==> config.mk <==
export PLATFORM = sky130hd
export DESIGN_NAME = fir_coef_loader
export DESIGN_NICKNAME = d
export VERILOG_FILES = /design/src/rtl/fir_pkg.sv /design/src/rtl/fir_coef_timeout.sv /design/src/rtl/fir_coef_loader.sv
export SDC_FILE = /design/constraint.sdc
export NUM_CORES = 1
export LEC_CHECK = 0
export ABC_AREA = 1
export CORE_ASPECT_RATIO = 0.5
export CORE_MARGIN = 5
export CORE_UTILIZATION = 50
export CTS_BUF_LIST = sky130_fd_sc_hd__clkbuf_16
export CTS_CLUSTER_SIZE = 20
export DETAILED_ROUTE_END_ITERATION = 16
export GPL_TIMING_DRIVEN = 0
export PLACE_DENSITY = 0.78
export SLEW_MARGIN = 20
export SYNTH_ARGS = -nofsm -noshare
export SYNTH_HDL_FRONTEND = slang
export SYNTH_HIERARCHICAL = 1
export SYNTH_SLANG_ARGS = --single-unit
export TNS_END_PERCENT = 50
==> constraint.sdc <==
create_clock -name clk_78MHz -period 3.5 [get_ports clk_78MHz]
set_input_delay 0.875 -clock clk_78MHz [delete_from_list [all_inputs] [get_ports clk_78MHz]]
set_output_delay 0.875 -clock clk_78MHz [all_outputs]
set_load 0.005 [all_outputs]
==> src/rtl/fir_pkg.sv <==
// ---------------------------------------------------------------------------
// fir_pkg: shared constants, FSM state encoding and helpers for the 16-tap
// FIR coefficient path.
//   NTAPS     : coefficients per frame
//   CW        : coefficient width in bits
//   BUS_W     : width of a flat coefficient bank (NTAPS*CW)
//   HDR_BYTE  : frame start byte
//   state_t   : loader FSM states (3-bit encoding)
//   coef_slice: extract coefficient k from a flat bank
// ---------------------------------------------------------------------------
package fir_pkg;

    localparam int NTAPS = 16;
    localparam int CW    = 12;
    localparam int BUS_W = NTAPS * CW;

    localparam logic [7:0] HDR_BYTE = 8'hA5;

    typedef enum logic [2:0] {
        ST_IDLE   = 3'd0,
        ST_HI     = 3'd1,
        ST_LO     = 3'd2,
        ST_CHK    = 3'd3,
        ST_COMMIT = 3'd4
    } state_t;

    function automatic logic [CW-1:0] coef_slice(input logic [BUS_W-1:0] bus,
                                                 input int unsigned       k);
        return bus[k*CW +: CW];
    endfunction

endpackage

==> src/rtl/fir_coef_timeout.sv <==
// ---------------------------------------------------------------------------
// fir_coef_timeout: loadable down-counter used as an inter-byte watchdog.
//   clk      in  1  clock, rising edge
//   rst      in  1  synchronous active-high reset (count cleared)
//   restart  in  1  reload the counter with load_val (has priority)
//   load_val in  W  reload value
//   en       in  1  count down while high; expiry is only reported when high
//   expired  out 1  en && count has reached zero
// With load_val = N-1 and en held high, expired rises N cycles after the
// cycle in which restart was asserted.
// ---------------------------------------------------------------------------
module fir_coef_timeout #(
    parameter int W = 20
) (
    input  logic         clk,
    input  logic         rst,
    input  logic         restart,
    input  logic [W-1:0] load_val,
    input  logic         en,
    output logic         expired
);

    logic [W-1:0] cnt_q;

    always_ff @(posedge clk) begin
        if (rst) begin
            cnt_q <= '0;
        end else if (restart) begin
            cnt_q <= load_val;
        end else if (en && (cnt_q != '0)) begin
            cnt_q <= cnt_q - 1'b1;
        end
    end

    assign expired = en && (cnt_q == '0);

endmodule

==> src/rtl/fir_coef_loader.sv <==
// ---------------------------------------------------------------------------
// fir_coef_loader: assembles coefficient frames from a UART byte stream into
// a shadow bank and commits it to the active bank driving the FIR.
// Optional checksum byte enabled by defining FIR_COEF_CHECKSUM_EN.
//   clk_78MHz    in  1          system clock, rising edge
//   rst          in  1          synchronous active-high reset
//   rx_data_i    in  8          received byte
//   rx_valid_i   in  1          one-cycle strobe qualifying rx_data_i
//   fir_en_req_i in  1          global filter enable request
//   coef_flat_o  out NTAPS*CW   active bank, coef k at [k*CW +: CW]
//   coef_valid_o out 1          at least one frame committed
//   en_fir_o     out 1          registered FIR enable (one-cycle flush gap)
//   coef_upd_o   out 1          one-cycle pulse in the COMMIT cycle
//   frame_err_o  out 1          one-cycle pulse on protocol error/timeout
//   busy_o       out 1          frame in progress (state != IDLE)
// Frame: HDR_BYTE, then 16 x {HI byte (upper nibble must be 0), LO byte},
// then the XOR checksum of the 32 payload bytes when the checksum is enabled.
// ---------------------------------------------------------------------------
module fir_coef_loader
    import fir_pkg::*;
#(
    parameter int unsigned TIMEOUT_CYC = 780000
) (
    input  logic             clk_78MHz,
    input  logic             rst,
    input  logic [7:0]       rx_data_i,
    input  logic             rx_valid_i,
    input  logic             fir_en_req_i,
    output logic [BUS_W-1:0] coef_flat_o,
    output logic             coef_valid_o,
    output logic             en_fir_o,
    output logic             coef_upd_o,
    output logic             frame_err_o,
    output logic             busy_o
);

    localparam int IW = $clog2(NTAPS);
    localparam int TW = $clog2(TIMEOUT_CYC + 1);
    localparam logic [IW-1:0] LAST_IDX = IW'(NTAPS - 1);
    localparam logic [TW-1:0] TO_LOAD  = TW'(TIMEOUT_CYC - 1);

    // Input handshake: rx_valid_i is a strobe with no back-pressure; a byte
    // is consumed in exactly the cycle rx_valid_i is high, or dropped if the
    // FSM is not in a receiving state (COMMIT) or, in IDLE, not a header.

    // state is the FSM debug/observation point for checkers.
    state_t           state, state_nxt;
    logic [IW-1:0]    idx;
    logic [3:0]       nib_q;
    logic [BUS_W-1:0] shadow_q;
    logic [BUS_W-1:0] active_q;
    logic             coef_valid_q;
    logic             en_q;
    logic             accept;
    logic             frame_err;
    logic             to_restart;
    logic             to_en;
    logic             to_expired;
`ifdef FIR_COEF_CHECKSUM_EN
    logic [7:0]       chk_q;
`endif

    // Watchdog runs only inside a frame; it reloads on every accepted byte
    // and is held loaded while idle so a new frame starts with a full budget.
    assign to_en      = (state == ST_HI) || (state == ST_LO) || (state == ST_CHK);
    assign to_restart = accept || (state == ST_IDLE);

    fir_coef_timeout #(
        .W(TW)
    ) u_timeout (
        .clk      (clk_78MHz),
        .rst      (rst),
        .restart  (to_restart),
        .load_val (TO_LOAD),
        .en       (to_en),
        .expired  (to_expired)
    );

    // Next-state logic. A byte arriving in the expiry cycle wins over the
    // timeout, since it proves the sender is still alive.
    always_comb begin
        state_nxt = state;
        accept    = 1'b0;
        frame_err = 1'b0;
        case (state)
            ST_IDLE: begin
                if (rx_valid_i && (rx_data_i == HDR_BYTE)) begin
                    accept    = 1'b1;
                    state_nxt = ST_HI;
                end
            end
            ST_HI: begin
                if (rx_valid_i) begin
                    accept = 1'b1;
                    if (rx_data_i[7:4] != 4'h0) begin
                        frame_err = 1'b1;
                        state_nxt = ST_IDLE;
                    end else begin
                        state_nxt = ST_LO;
                    end
                end else if (to_expired) begin
                    frame_err = 1'b1;
                    state_nxt = ST_IDLE;
                end
            end
            ST_LO: begin
                if (rx_valid_i) begin
                    accept = 1'b1;
                    if (idx == LAST_IDX) begin
`ifdef FIR_COEF_CHECKSUM_EN
                        state_nxt = ST_CHK;
`else
                        state_nxt = ST_COMMIT;
`endif
                    end else begin
                        state_nxt = ST_HI;
                    end
                end else if (to_expired) begin
                    frame_err = 1'b1;
                    state_nxt = ST_IDLE;
                end
            end
`ifdef FIR_COEF_CHECKSUM_EN
            ST_CHK: begin
                if (rx_valid_i) begin
                    accept = 1'b1;
                    if (rx_data_i == chk_q) begin
                        state_nxt = ST_COMMIT;
                    end else begin
                        frame_err = 1'b1;
                        state_nxt = ST_IDLE;
                    end
                end else if (to_expired) begin
                    frame_err = 1'b1;
                    state_nxt = ST_IDLE;
                end
            end
`endif
            ST_COMMIT: begin
                state_nxt = ST_IDLE;
            end
            default: begin
                state_nxt = ST_IDLE;
            end
        endcase
    end

    always_ff @(posedge clk_78MHz) begin
        if (rst) begin
            state        <= ST_IDLE;
            idx          <= '0;
            nib_q        <= '0;
            shadow_q     <= '0;
            active_q     <= '0;
            coef_valid_q <= 1'b0;
            en_q         <= 1'b0;
`ifdef FIR_COEF_CHECKSUM_EN
            chk_q        <= '0;
`endif
        end else begin
            state <= state_nxt;

            if ((state == ST_IDLE) && accept) begin
                idx <= '0;
`ifdef FIR_COEF_CHECKSUM_EN
                chk_q <= '0;
`endif
            end

            if ((state == ST_HI) && rx_valid_i) begin
                nib_q <= rx_data_i[3:0];
`ifdef FIR_COEF_CHECKSUM_EN
                chk_q <= chk_q ^ rx_data_i;
`endif
            end

            if ((state == ST_LO) && rx_valid_i) begin
                shadow_q[idx*CW +: CW] <= {nib_q, rx_data_i};
                if (idx != LAST_IDX) begin
                    idx <= idx + 1'b1;
                end
`ifdef FIR_COEF_CHECKSUM_EN
                chk_q <= chk_q ^ rx_data_i;
`endif
            end

            if (state == ST_COMMIT) begin
                active_q     <= shadow_q;
                coef_valid_q <= 1'b1;
            end

            // Low for the cycle after COMMIT so the FIR flushes its delay line.
            en_q <= fir_en_req_i && coef_valid_q && (state != ST_COMMIT);
        end
    end

    assign coef_flat_o  = active_q;
    assign coef_valid_o = coef_valid_q;
    assign en_fir_o     = en_q;
    assign coef_upd_o   = (state == ST_COMMIT);
    assign frame_err_o  = frame_err;
    assign busy_o       = (state != ST_IDLE);

endmodule

After elaboration in Yosys (flattened, before gate mapping)

Index checks and enable logic that the tools add are counted.

Register bits after elaboration: 417
Bits of input ports: 12
Word-level logic and storage cells: 64

$add $sub $neg: 3
Multipliers: 1
Equality and inequality tests: 9
Shift operators: 2
Muxes and demuxes: 21
Reduce and logical (&&, ||, !) cells: 19

Operators with widths:

| cell                        | count |
|---|---|
| $bwmux W192                 | 1 |
| $shift A12 B34 Y192 const A | 1 |
| $shiftx A12 B34 Y192        | 1 |
| $mux W20                    | 2 |
| $neg A8 Y34                 | 1 |
| $logic_not A20 Y1           | 1 |
| $reduce_bool A20 Y1         | 1 |
| $sub A20 B1 Y20 const B     | 1 |
| $mux W3                     | 5 |
| $mux W4                     | 3 |
| $pmux W3 S3                 | 1 |
| $eq A8 B8 Y1 const B        | 1 |
| $logic_and A1 B1 Y1         | 8 |
| $eq A3 B2 Y1 const B        | 2 |
| $mul A4 B2 Y6 const B       | 1 |
| $mux W1                     | 6 |
| $add A4 B1 Y4 const B       | 1 |
| $eq A4 B4 Y1 const B        | 1 |
| $ne A4 B4 Y1 const B        | 1 |
| $pmux W1 S2                 | 2 |
| $reduce_bool A4 Y1          | 1 |
| $reduce_or A2 Y1            | 2 |
| $eq A3 B1 Y1 const B        | 1 |
| $eq A3 B3 Y1 const B        | 1 |
| other kinds (7)             | 9 |

Longest topological paths before layout

Word-level depth: 8
Depth in mapped cells: 23
Depth with buffers taken out: 21

Hierarchy

Netlist, hierarchy kept.

By module, submodules not included:

| module           | times used | cells each | area an instance (um2) |
|---|---|---|---|
| fir_coef_loader  | 1          | 2169       | 15917.8 |
| fir_coef_timeout | 1          | 233        | 1455.1 |

Worst setup path after synthesis

Ideal clock, no wire load.

Kind: reg-to-reg
From: register idx[0]
To: register shadow_q[10]
Arrival: 3207 ps
Required time: 3385 ps
Slack: 178 ps
Cell stages (with the launch flop): 22
Clock period less this slack: 3322 ps
Path through: dfxtp_1 buf_4 inv_1 clkbuf_1 ha_1 buf_4 nor2_4 nand2_1 nor2_2 nand2_1 inv_1 ha_1 clkbuf_1 inv_1 nand2_1 nor3_2 nand3_1 nand2_1 buf_4 nand3_1 nand2_1 nor2_1

Cells in the longest elaborated chain, start to end: 4

Ends and longest elaborated chain:

| what                                                        | RTL line               | RTL |
|---|---|---|
| from (decl)                                                 | fir_coef_loader.sv:48  | `logic [IW-1:0] idx;` |
| from (signal assigned)                                      | fir_coef_loader.sv:180 | `idx <= idx + 1'b1;` |
| $mul A4 B2 Y6 (*)                                           | fir_coef_loader.sv:178 | `shadow_q[idx*CW +: CW] <= {nib_q, rx_data_i};` |
| $neg A8 Y34 (*)                                             | fir_coef_loader.sv:178 |  |
| $shiftx A12 B34 Y192 or $shift A12 B34 Y192 (tied branches) | fir_coef_loader.sv:178 |  |
| $bwmux W192 (*)                                             | fir_coef_loader.sv:178 |  |
| to (signal, indexed assignment)                             | fir_coef_loader.sv:178 |  |
| to (decl)                                                   | fir_coef_loader.sv:50  | `logic [BUS_W-1:0] shadow_q;` |

Every way passes the cells marked *; elsewhere a longest branch is shown, timed or not.
A chain may end at the register's enable or synchronous reset.

Final worst setup path

From: register idx[0]
To: register shadow_q[150]

Same word-level chain as after synthesis.

==> flow_summary.html <==
<table>
<tr><th>Metric</th><th>Value</th></tr>
<tr><th colspan="2">Logic synthesis</th></tr>
<tr><td>Xor-xnor portion of the synthesized cell area</td><td>0.555%</td></tr>
<tr><td>Unique masters post-synth</td><td>52</td></tr>
<tr><td>Simple logic cell fraction of the synthesized area</td><td>24.7%</td></tr>
<tr><td>Share of synthesized area occupied by flip-flops and latches</td><td>48.1%</td></tr>
<tr><td>Post-synthesis instance area</td><td>about 17000 um^2</td></tr>
<tr><td>Instance count of the mapped netlist</td><td>2402</td></tr>
<tr><td>Most numerous cell in the Yosys netlist</td><td>nor2_1</td></tr>
<tr><td>Synth Area in Adders</td><td>less than 1%</td></tr>
<tr><td>Main flop type after synthesis</td><td>dfxtp_1</td></tr>
<tr><td>Post-synthesis mux area share</td><td>less than 1%</td></tr>
<tr><td>Compound-gate portion of the synthesized area</td><td>a little under a fifth</td></tr>
<tr><td>Number of synthesized flops with an enable pin</td><td>0</td></tr>
<tr><td>Flops &amp; latches, synth</td><td>around 420</td></tr>
<tr><td>Largest family of logic cells by synthesized area</td><td>simple AND/OR/NAND/NOR gates</td></tr>
<tr><td>Post-synth top area cell</td><td>dfxtp_1</td></tr>
<tr><td>Post-Synthesis Mean Instance Area</td><td>between 7 and 8 um^2</td></tr>
<tr><td>Synth top area cells</td><td>dfxtp_1, nor2_1, o21ai_0, nand2_1, a21oi_1</td></tr>
<tr><td>Share of Yosys cell area claimed by the top area cell type</td><td>between 40% and 50%</td></tr>
<tr><td>Synthesis warning total</td><td>6</td></tr>
<tr><td>Async set-reset flop share out of synthesis</td><td>0%</td></tr>
<tr><td>Ranking of synthesized cells by instance count</td><td>nor2_1, dfxtp_1, o21ai_0, nand2_1, a21oi_1</td></tr>
<tr><th colspan="2">Setup path</th></tr>
<tr><td>Cell breakdown of the critical path</td><td>buf_6 -&gt; inv_1 -&gt; clkbuf_4 -&gt; ha_1 -&gt; buf_4 -&gt; nor2_4 -&gt; nand2_2 -&gt; nor2_4 -&gt; nand4_4 -&gt; nand2_1 -&gt; o21ai_1 -&gt; nand3_1 -&gt; nand2_1 -&gt; inv_1 -&gt; nor2_1 -&gt; nand2_1 -&gt; a21oi_1</td></tr>
<tr><td>Cell repeated most along the worst path</td><td>nand2_1</td></tr>
<tr><td>Arrival time of the worst setup path</td><td>approximately 4000 ps</td></tr>
<tr><td>Slowest Stage Delay on Critical Path</td><td>380 ps</td></tr>
<tr><td>Setup crit start kind</td><td>flip-flop</td></tr>
<tr><td>Critical Path Sink Type</td><td>flip-flop</td></tr>
<tr><td>Max Fanout on Critical Path</td><td>10</td></tr>
<tr><td>Required time of the critical path</td><td>3910 ps</td></tr>
<tr><td>Critical path class</td><td>flip-flop to flip-flop</td></tr>
<tr><td>Critical path's slowest cell</td><td>dfxtp_1</td></tr>
<tr><th colspan="2">Die</th></tr>
<tr><td>Width of the chip</td><td>274 um</td></tr>
<tr><td>Starting utilization of the core area</td><td>approximately half</td></tr>
<tr><td>Die area</td><td>38800 um^2</td></tr>
<tr><td>Placeable Area</td><td>around 34000 um^2</td></tr>
<tr><td>Die boundary height</td><td>142 um</td></tr>
<tr><td>Number of standard-cell rows in the floorplan</td><td>48</td></tr>
<tr><td>IO Count</td><td>around 210</td></tr>
<tr><th colspan="2">STA</th></tr>
<tr><td>Hold Violations, Final</td><td>0</td></tr>
<tr><td>PnR worst setup slack</td><td>-37.2 ps</td></tr>
<tr><td>Unrepaired setup endpoints after global routing</td><td>true</td></tr>
<tr><td>Actual slew at the worst max-slew pin</td><td>1080 ps</td></tr>
<tr><td>Final critical path time including I/O delays and setup</td><td>3540 ps</td></tr>
<tr><td>Maximum clock frequency</td><td>283 MHz</td></tr>
<tr><td>Crit share post-route</td><td>101%</td></tr>
<tr><td>Worst slew margin relative to its limit</td><td>between 20 and 30%</td></tr>
<tr><td>Final number of setup-violating endpoints</td><td>3</td></tr>
<tr><td>Final Skew</td><td>21.4 ps</td></tr>
<tr><td>Post-Route Setup TNS</td><td>-82.4 ps</td></tr>
<tr><td>Count of pins over their slew limit</td><td>0</td></tr>
<tr><th colspan="2">Drt</th></tr>
<tr><td>1st-iter DRT viols</td><td>2265</td></tr>
<tr><td>Average vias per placed instance</td><td>5.65</td></tr>
<tr><td>Antenna-violating nets left</td><td>0</td></tr>
<tr><td>Wire length per cell after detailed routing</td><td>21.2 um</td></tr>
<tr><td>WL final</td><td>roughly 70 mm</td></tr>
<tr><td>Detailed-route DRC error count</td><td>0</td></tr>
<tr><td>Total vias in the final route</td><td>18127</td></tr>
<tr><td>Number of iterations in the first detailed-routing pass</td><td>8</td></tr>
<tr><th colspan="2">Clock network</th></tr>
<tr><td>Num CTS Buffers</td><td>38</td></tr>
<tr><td>Hold-fix buffer count after cts</td><td>0</td></tr>
<tr><td>Clock Tree Buf Depth</td><td>3</td></tr>
<tr><td>Clock insertion delay at the later pin of the skew report</td><td>560 ps</td></tr>
<tr><td>Clock-pin slew of the registers on the worst-case setup and hold paths</td><td>70 ps</td></tr>
<tr><td>CTS H-tree lvls</td><td>2</td></tr>
<tr><td>Clock tree from TritonCTS</td><td>done</td></tr>
<tr><td>CTS root buffer</td><td>clkbuf_16</td></tr>
<tr><td>Number of clock sinks seen by CTS</td><td>417</td></tr>
<tr><th colspan="2">GRT</th></tr>
<tr><td>Pin count of the biggest net entering global routing</td><td>20</td></tr>
<tr><td>Total routing resource utilization after global routing</td><td>33.6%</td></tr>
<tr><td>Global-route wire length before repair</td><td>about 100 mm</td></tr>
<tr><td>Global route overflow</td><td>0</td></tr>
<tr><td>Number of global-route vias before repair</td><td>16661</td></tr>
<tr><td>Number of antenna violations at the first check in global routing</td><td>1</td></tr>
<tr><th colspan="2">Placed design</th></tr>
<tr><td>Routability congestion estimate from global placement</td><td>~1.1</td></tr>
<tr><td>Dpl hpwl</td><td>50.8 mm</td></tr>
<tr><td>Worst Setup Slack post-DPL</td><td>-1060 ps</td></tr>
<tr><td>Placed standard-cell area</td><td>20200 um^2</td></tr>
<tr><td>Number of buffers inserted by port buffering</td><td>208</td></tr>
<tr><th colspan="2">Status</th></tr>
<tr><td>Failing checks</td><td>negative setup slack</td></tr>
<tr><td>Result of the run</td><td>finished with violations</td></tr>
<tr><th colspan="2">Final layout</th></tr>
<tr><td>Number of filler instances in the final layout</td><td>3129</td></tr>
<tr><td>Area delta synth-&gt;final</td><td>28.0%</td></tr>
<tr><td>Storage element area</td><td>8350 um^2</td></tr>
<tr><td>Fraction of layout instances using a drive strength above 1</td><td>10.3%</td></tr>
<tr><td>Final design area excluding fillers</td><td>22200 um^2</td></tr>
<tr><td>Post-layout util</td><td>64.7%</td></tr>
<tr><td>Fin nets</td><td>about 2700</td></tr>
<tr><td>Area of the multi-input gates</td><td>8490 um^2</td></tr>
<tr><th colspan="2">Pwr</th></tr>
<tr><td>Maximum ir drop on the vdd rail</td><td>275 uV</td></tr>
<tr><td>Pwr/cell area</td><td>409 nW/um^2</td></tr>
<tr><td>Total power</td><td>9.10 mW</td></tr>
<tr><td>Leakage dissipation</td><td>9.17 nW</td></tr>
<tr><th colspan="2">Hold path</th></tr>
<tr><td>Class of the most critical hold timing path</td><td>flip-flop to flip-flop</td></tr>
<tr><th colspan="2">Flow run</th></tr>
<tr><td>Number of maximum-capacitance constraint violations</td><td>0</td></tr>
</table>
## area by class of cell
| class | count | area share (%) |
|---|---|---|
| Tap cell | 475 | 2.67 |
| Multi-Input combinational cell | 1697 | 38.2 |
| Inverter | 181 | 3.13 |
| Buffer | 123 | 2.48 |
| Sequential cell | 417 | 37.5 |
| Antenna cell | 9 | 0.101 |
| Timing Repair Buffer | 240 | 10.7 |
| Clock inverter | 28 | 0.928 |
| Clock buffer | 38 | 4.28 |
## registers in the layout, summed over array words and instances (netlist names)
signal,cells
nib_q,4
idx,4
state,3
u_timeout/cnt_q,20
en_fir_o,1
shadow_q,192
coef_valid_o,1
coef_flat_o,192
## where the power goes
group,leakage (nW),total (mW),internal (mW),switching [mW]
clock network,0.582,4.05,2.15,1.90
registers,3.36,4.77,4.76,0.0156
logic,5.23,0.283,0.0771,0.206
## layer usage
metal | vias up | track usage [%] | routed length, um
met1 | 8614 | 47.2 | 29000
met2 | 936 | 49.9 | 28800
met4 | 0 | 9.10 | 1630
met5 | - | 0 | 0
li1 | 8454 | - | -
met3 | 123 | 11.1 | 8590
## final timing paths
path                              start                       endpoint  slack (ps)  depth (start not counted)
max                   idx[0]$_SDFF_PP0_     shadow_q[150]$_SDFFE_PP0P_         -40                         17
min          shadow_q[135]$_SDFFE_PP0P_  coef_flat_o[135]$_SDFFE_PP0P_         450                          2
max reg2reg           idx[0]$_SDFF_PP0_     shadow_q[150]$_SDFFE_PP0P_         -40                         17
min reg2reg  shadow_q[135]$_SDFFE_PP0P_  coef_flat_o[135]$_SDFFE_PP0P_         450                          2
## cells in the final DEF (no fill, tap or decap), drive strengths merged, types with 2 or more instances in the layout
cell           count
o211a              3
o22ai             11
mux2i              4
ha                 8
nor4               2
clkinvlp           3
a311oi             2
conb              20
xnor2              2
nand3b             5
nand3             89
or2                9
o211ai             2
bufinv             2
o21ai            373
clkbuf           135
a21oi            237
clkinv            22
clkdlybuf4s50    207
dfxtp            417
inv              182
nor3              24
nand2            330
xor2               9
nor2             533
diode              9
buf               58
nand4             24
o31ai              3
## what timing repair did
| item | 4_1_cts | 5_1_grt |
|---|---|---|
| setup endpoints to repair | 194 | 192 |
| setup buffers | 11 | 18 |
| gates resized for setup | 100 | 99 |
| pin swaps | 8 | 21 |
## kinds of logic (layout without fill, tap and decap cells)
family / count (synthesis) / in the layout
flip-flops: 417 / 417
buffers and inverters: 306 / 610
XOR/XNOR: 11 / 11
AO/OA/AOI/OAI: 637 / 637
AND/OR/NAND/NOR: 1016 / 1016
adder cells (fa/ha/maj): 9 / 9
other: 2 / 29
multiplexers: 4 / 4
## stage by stage
stage | hold WS (ps) | std cells
CTS | 455 | 3181
global route | 478 | 3199
floorplan | 420 | 2420
global placement | 442 | 3103
detailed placement | 445 | 3106
finish | 450 | 3208
## worst max-delay path, delay by kind of cell, from the launching register on
| family | cells | cell delay [ps] |
|---|---|---|
| compound gates | 2 | 280 |
| fa+ha+maj | 1 | 310 |
| buf+inv | 5 | 910 |
| simple gates | 9 | 1530 |
| flops | 1 | 380 |
Note: power is estimated with default switching activity, not from simulation.
==> edit 1: new RTL, same settings <==
Make the reset (`rst`) asynchronous in 2 clocked blocks. Comments in the files are not updated.
--- a/src/rtl/fir_coef_timeout.sv
+++ b/src/rtl/fir_coef_timeout.sv
@@ -22,7 +22,7 @@
 
     logic [W-1:0] cnt_q;
 
-    always_ff @(posedge clk) begin
+    always_ff @(posedge clk or posedge rst) begin
         if (rst) begin
             cnt_q <= '0;
         end else if (restart) begin
--- a/src/rtl/fir_coef_loader.sv
+++ b/src/rtl/fir_coef_loader.sv
@@ -145,7 +145,7 @@
         endcase
     end
 
-    always_ff @(posedge clk_78MHz) begin
+    always_ff @(posedge clk_78MHz or posedge rst) begin
         if (rst) begin
             state        <= ST_IDLE;
             idx          <= '0;
Check against the original RTL: differs if rst is asserted again (counterexample within 4 cycles, from zero or initial values and one cycle with rst high); with rst held inactive, the same outputs for 10 cycles.
==> edit 1 against the unedited design <==
  * Count of clock-buffer cells in the layout unchanged
  * Sequential cell count did not move
  * Routed wire length is 19% lower
  * Design area rose by 3.4%
  * Synthesized area up 7.3%
  * Setup slack improved by 0.11 ns
  * Die area grew 6.9%
  * Hold slack better by 0.011 ns
  * Critical path depth down 2
  * Maximum frequency up 3.3%
  * Synthesized cell count fell by 7.3%
  * Utilization down 2.7 points
  * Largest cell class is now sequential cells
Power is not compared: it rests on default switching activity, and its combinational part moved more than twofold at a synthesized area within 25%.
==> edit 1: results (changes against the unedited design) <==
stage	metric	value	unit	change
global_route	grt_pass1_vias	15570		-6.5%
finish	drive_gt1_frac	0.09231		-0.01048
setup_path	r2r_cells	15		-2
yosys	synth_fa_ha_area_frac	0.006445		-0.0004693
timing	maxSlewHeadroom	0.3041		+0.02382
clocking	cts_buffers	37		-2.6%
hold_path	worstHoldStart	shadow_q[182]$_DFFE_PP0P_		
run_status	status	complete, no violations		
setup_path	cp_slowest_cell	dfrtp_2		
setup_path	critPathArrivalTime	3.87	ns	-0.08 ns
setup_path	r2r-end	shadow_q[31]$_DFFE_PP0P_		
timing	skew	0.02289	ns	+0.001514 ns
timing	fin_ws	0.07566	ns	+0.1129 ns
yosys	yosysUniqueCellTypes	51		-1.9%
yosys	synth-xor-area-share	0.005706		+0.0001607
placement	gp_congestion	0.9671		-10%
yosys	ys_top_cells_by_area	dfrtp_1, nand2_1, inv_1		
placement	post-place-ws	-0.6725	ns	+0.3890 ns
finish	fillCellCount	3071		-1.9%
yosys	avgSynthCellArea	8.369	um^2	+16%
detailed_routing	routed_via_density	5.294		-6.3%
yosys	synth_compound_area_frac	0.1011		-0.08709
timing	fin_hold_ws	0.4611	ns	+0.01138 ns
yosys	ys_warn_count	6		unchanged
clocking	root_buffer	clkbuf_16		
placement	dp_hpwl	40650	um	-20%
yosys	ys_top_cells_by_count	nand2_1, dfrtp_1, inv_1		
global_route	grt_max_degree	36		+80%
placement	dpl.cell_count	2960		-4.7%
global_route	grt_pass1_wl	87040	um	-13%
detailed_routing	wl_per_cell	18.18	um	-14%
finish	fin_nets	2531		-6.9%
hold_path	min_to	coef_flat_o[182]$_DFFE_PP0P_		
finish	antenna_cells	0		-9
yosys	seq_area_frac_synth	0.5599		+0.07936
setup_path	critPathMaxStageDelay	0.45	ns	+0.07 ns
yosys	synth_top_flop_cell	dfrtp_1		
yosys	synthArstFlopShare	1.000		+1.000
clocking	worstSkewPairLatency	0.56	ns	about the same
clocking	cts_setup_buffers	1		-10
clocking	cts_resized	12		-88%
detailed_routing	drtIter0Drc	1510		-33%
## edit 1: changes by cell type in the layout (fill, tap and decap cells not counted), sizes merged, moves of 9 or more
cell    before  now
nand2      330  799
dfrtp        0  417
dfxtp      417    0
nor2       533  161
a21oi      237   57
o21ai      373  272
inv        182  272
clkbuf     135   89
buf         58   40
nor3        24    8
clkinv      22   13
diode        9    0
## edit 1: where the power goes
part	internal, W	total [W]	switching [W]
sequential	0.00497	0.00514	0.000171
combinational	0.000707	0.00284	0.00213
clock	0.00200	0.00389	0.00189
## edit 1: routing by layer
layer	up-vias	GRT usage	share of wire
met3	102	0.05070	0.079
met2	604	0.4415	0.48
li1	7541	-	-
met5	-	0	0
met1	7789	0.3572	0.41
met4	0	0.06706	0.027
## edit 1: final cells by class
cell class	instances	area share
clock buffer	38	0.04134
clock inverter	26	0.006745
timing repair buffer	227	0.1041
buffer	72	0.01572
sequential	417	0.4537
multi-input combinational	1491	0.3079
inverter	264	0.04352
tap	494	0.02687
## edit 1: worst max-delay path, delay by kind of cell, from the launching register on
kind / cells / cell delay [ns]
fa+ha+maj: 1 / 0.27
buf+inv: 5 / 0.83
simple gates: 7 / 1.05
compound gates: 2 / 0.70
flops: 1 / 0.45
## edit 1: metrics by stage
stage / total power [W] / area, um^2
2_1_floorplan: 0.006980 / 18710
3_3_place_gp: 0.007783 / 21410
3_5_place_dp: 0.007847 / 21680
4_1_cts: 0.01170 / 22820
5_1_grt: 0.01235 / 23000
6_report: 0.01187 / 23000
## edit 1: logic make-up (layout without fill, tap and decap cells)
kind of cell | Yosys count | count (layout)
adder cells (fa/ha/maj) | 9 | 9
AND/OR/NAND/NOR | 1095 | 1095
XOR/XNOR | 10 | 10
other | 2 | 20
AO/OA/AOI/OAI | 357 | 357
flip-flops | 417 | 417
buffers and inverters | 337 | 627
==> edit 2: new RTL, same settings <==
Made on the original files. Change the parameter `TIMEOUT_CYC` from 780000 to 1560000.
--- a/src/rtl/fir_coef_loader.sv
+++ b/src/rtl/fir_coef_loader.sv
@@ -19,7 +19,7 @@
 module fir_coef_loader
     import fir_pkg::*;
 #(
-    parameter int unsigned TIMEOUT_CYC = 780000
+    parameter int unsigned TIMEOUT_CYC = 1560000
 ) (
     input  logic             clk_78MHz,
     input  logic             rst,
Check against the original RTL: no difference found for any inputs over 4 cycles, from zero or initial values and one cycle with rst high; that may be too few to reach the edited logic, so the function may still have changed.
==> edit 2 against the unedited design <==
  * Design area is 0.26% lower
  * Power decreased by 0.73%
  * First-iteration DRC count fell by 5.7%
  * Setup slack better by 0.078 ns
  * Via count increased by 1.2%
  * Sequential cell count is 1 higher
  * Synthesized area is 1.3% higher
  * Routed wire length rose by 1.9%
  * Largest power group unchanged
==> edit 2: results (changes against the unedited design) <==
stage	metric	value	unit	change
placement	gp_congestion	1.066		-0.98%
setup_path	critPathTopFamily	buffers and inverters		
yosys	synth-xor-area-share	0.002489		-0.003057
global_route	grt_pass1_vias	16780		+0.72%
yosys	seq_area_frac_synth	0.4755		-0.004978
finish	fillCellCount	3097		-1.0%
yosys	yosysUniqueCellTypes	49		-5.8%
yosys	muxShareOfSynthArea	0		-0.002305
global_route	antenna_found_initial	2		+1
setup_path	cp_slowest_cell	nor2_1		
run_status	status	complete, no violations		
power_and_ir_drop	pg_comb	0.000297	W	+5%
setup_path	crit_path_max_fanout	10		unchanged
detailed_routing	wl	69300	um	+1.9%
detailed_routing	routed_via_density	5.636		-0.26%
finish	drive_gt1_frac	0.09503		-0.007758
global_route	grt_pass1_wl	102600	um	+2.5%
detailed_routing	drtIter0Drc	2137		-5.7%
finish	fin_nets	2777		+2.1%
yosys	synth_fa_ha_area_frac	0.006826		-0.00008800
clocking	cts_buffers	37		-2.6%
timing	skew	0.02876	ns	+0.007378 ns
yosys	ys_top_cells_by_count	nor2_1, dfxtp_1, nand2_1		
finish	area_growth	26.07	%	
power_and_ir_drop	peakVddDrop	292.1	uV	+6.3%
timing	maxSlewHeadroom	0.2174		-0.06279
placement	post-place-ws	-1.106	ns	-0.04411 ns
yosys	ys_top_cells_by_area	dfxtp_1, nor2_1, o21ai_0		
power_and_ir_drop	power.internal	0.006961	W	-0.26%
yosys	synth_compound_area_frac	0.1834		-0.004742
placement	dp_hpwl	52910	um	+4.2%
power_and_ir_drop	seqPwrFrac	0.530		+0.006
-- edit 2: cell count changes after synthesis, moves of 3 or more --
cell / unedited run / this run
a21oi_1: 236 / 225
a21oi_2: 1 / 6
inv_1: 160 / 173
mux2i_1: 4 / 0
nand2_1: 322 / 366
nand2_2: 5 / 8
nand3_1: 85 / 89
nor2_1: 506 / 528
nor3_1: 20 / 23
o21ai_0: 350 / 354
o21ai_1: 21 / 12
or2_2: 5 / 1
xor2_1: 9 / 4
-- edit 2: layer usage --
layer / up-vias / part of all wire / GRT usage
met5: - / 0.00010 / 0
met4: 2 / 0.025 / 0.08047
met3: 142 / 0.12 / 0.1127
met2: 869 / 0.40 / 0.4896
met1: 8737 / 0.45 / 0.5020
li1: 8590 / - / -
-- edit 2: worst min-delay path: stages (launching register included) --
cell	delay, ns
dfxtp_1	0.30
inv_1	0.06
a21oi_1	0.06
-- edit 2: logic make-up (layout without fill, tap and decap cells) --
logic type	count (synthesis)	after routing
AO/OA/AOI/OAI	624	624
AND/OR/NAND/NOR	1088	1088
XOR/XNOR	5	5
adder cells (fa/ha/maj)	9	9
flip-flops	418	418
buffers and inverters	319	613
other	2	22
-- edit 2: what timing repair did --
action                     CTS  global route
gates resized for setup     81            88
hold buffers                 0             0
pin swaps                    7            12
setup endpoints to repair  194           189
gates cloned                 0             0
setup buffers               11            14
-- edit 2: layout make-up --
class	count	area, um^2	share of cell area
repair buffers	236	2307	0.1040
inverters	191	730.7	0.03294
multi-input cells	1747	8487	0.3826
well taps	475	594.3	0.02679
diodes	1	2.502	0.0001128
clock buffers	38	950.9	0.04287
flip-flops and latches	418	8371	0.3773
clock inverters	23	165.2	0.007445
plain buffers	125	575.6	0.02594
-- edit 2: stage by stage --
stage	instance area, um^2	setup TNS (ns)	hold WS (ns)	power [W]	cells
2_1_floorplan	17670	0	0.4205	0.005060	2484
6_report	22180	0	0.4559	0.009037	3254
4_1_cts	21820	-0.1066	0.4555	0.009031	3240
3_5_place_dp	20380	-137.30	0.4471	0.005174	3170
3_3_place_gp	20340	-140.47	0.4403	0.005169	3167
5_1_grt	22180	-0.07231	0.4771	0.009277	3253
-- edit 2: final timing paths --
check,end,startpoint,cells after the start,slack [ns]
setup reg to reg,shadow_q[130]$_SDFFE_PP0P_,idx[0]$_SDFF_PP0_,14,0.04
setup / recovery,shadow_q[130]$_SDFFE_PP0P_,idx[0]$_SDFF_PP0_,14,0.04
hold reg to reg,coef_flat_o[132]$_SDFFE_PP0P_,shadow_q[132]$_SDFFE_PP0P_,2,0.46
hold / removal,coef_flat_o[132]$_SDFFE_PP0P_,shadow_q[132]$_SDFFE_PP0P_,2,0.46
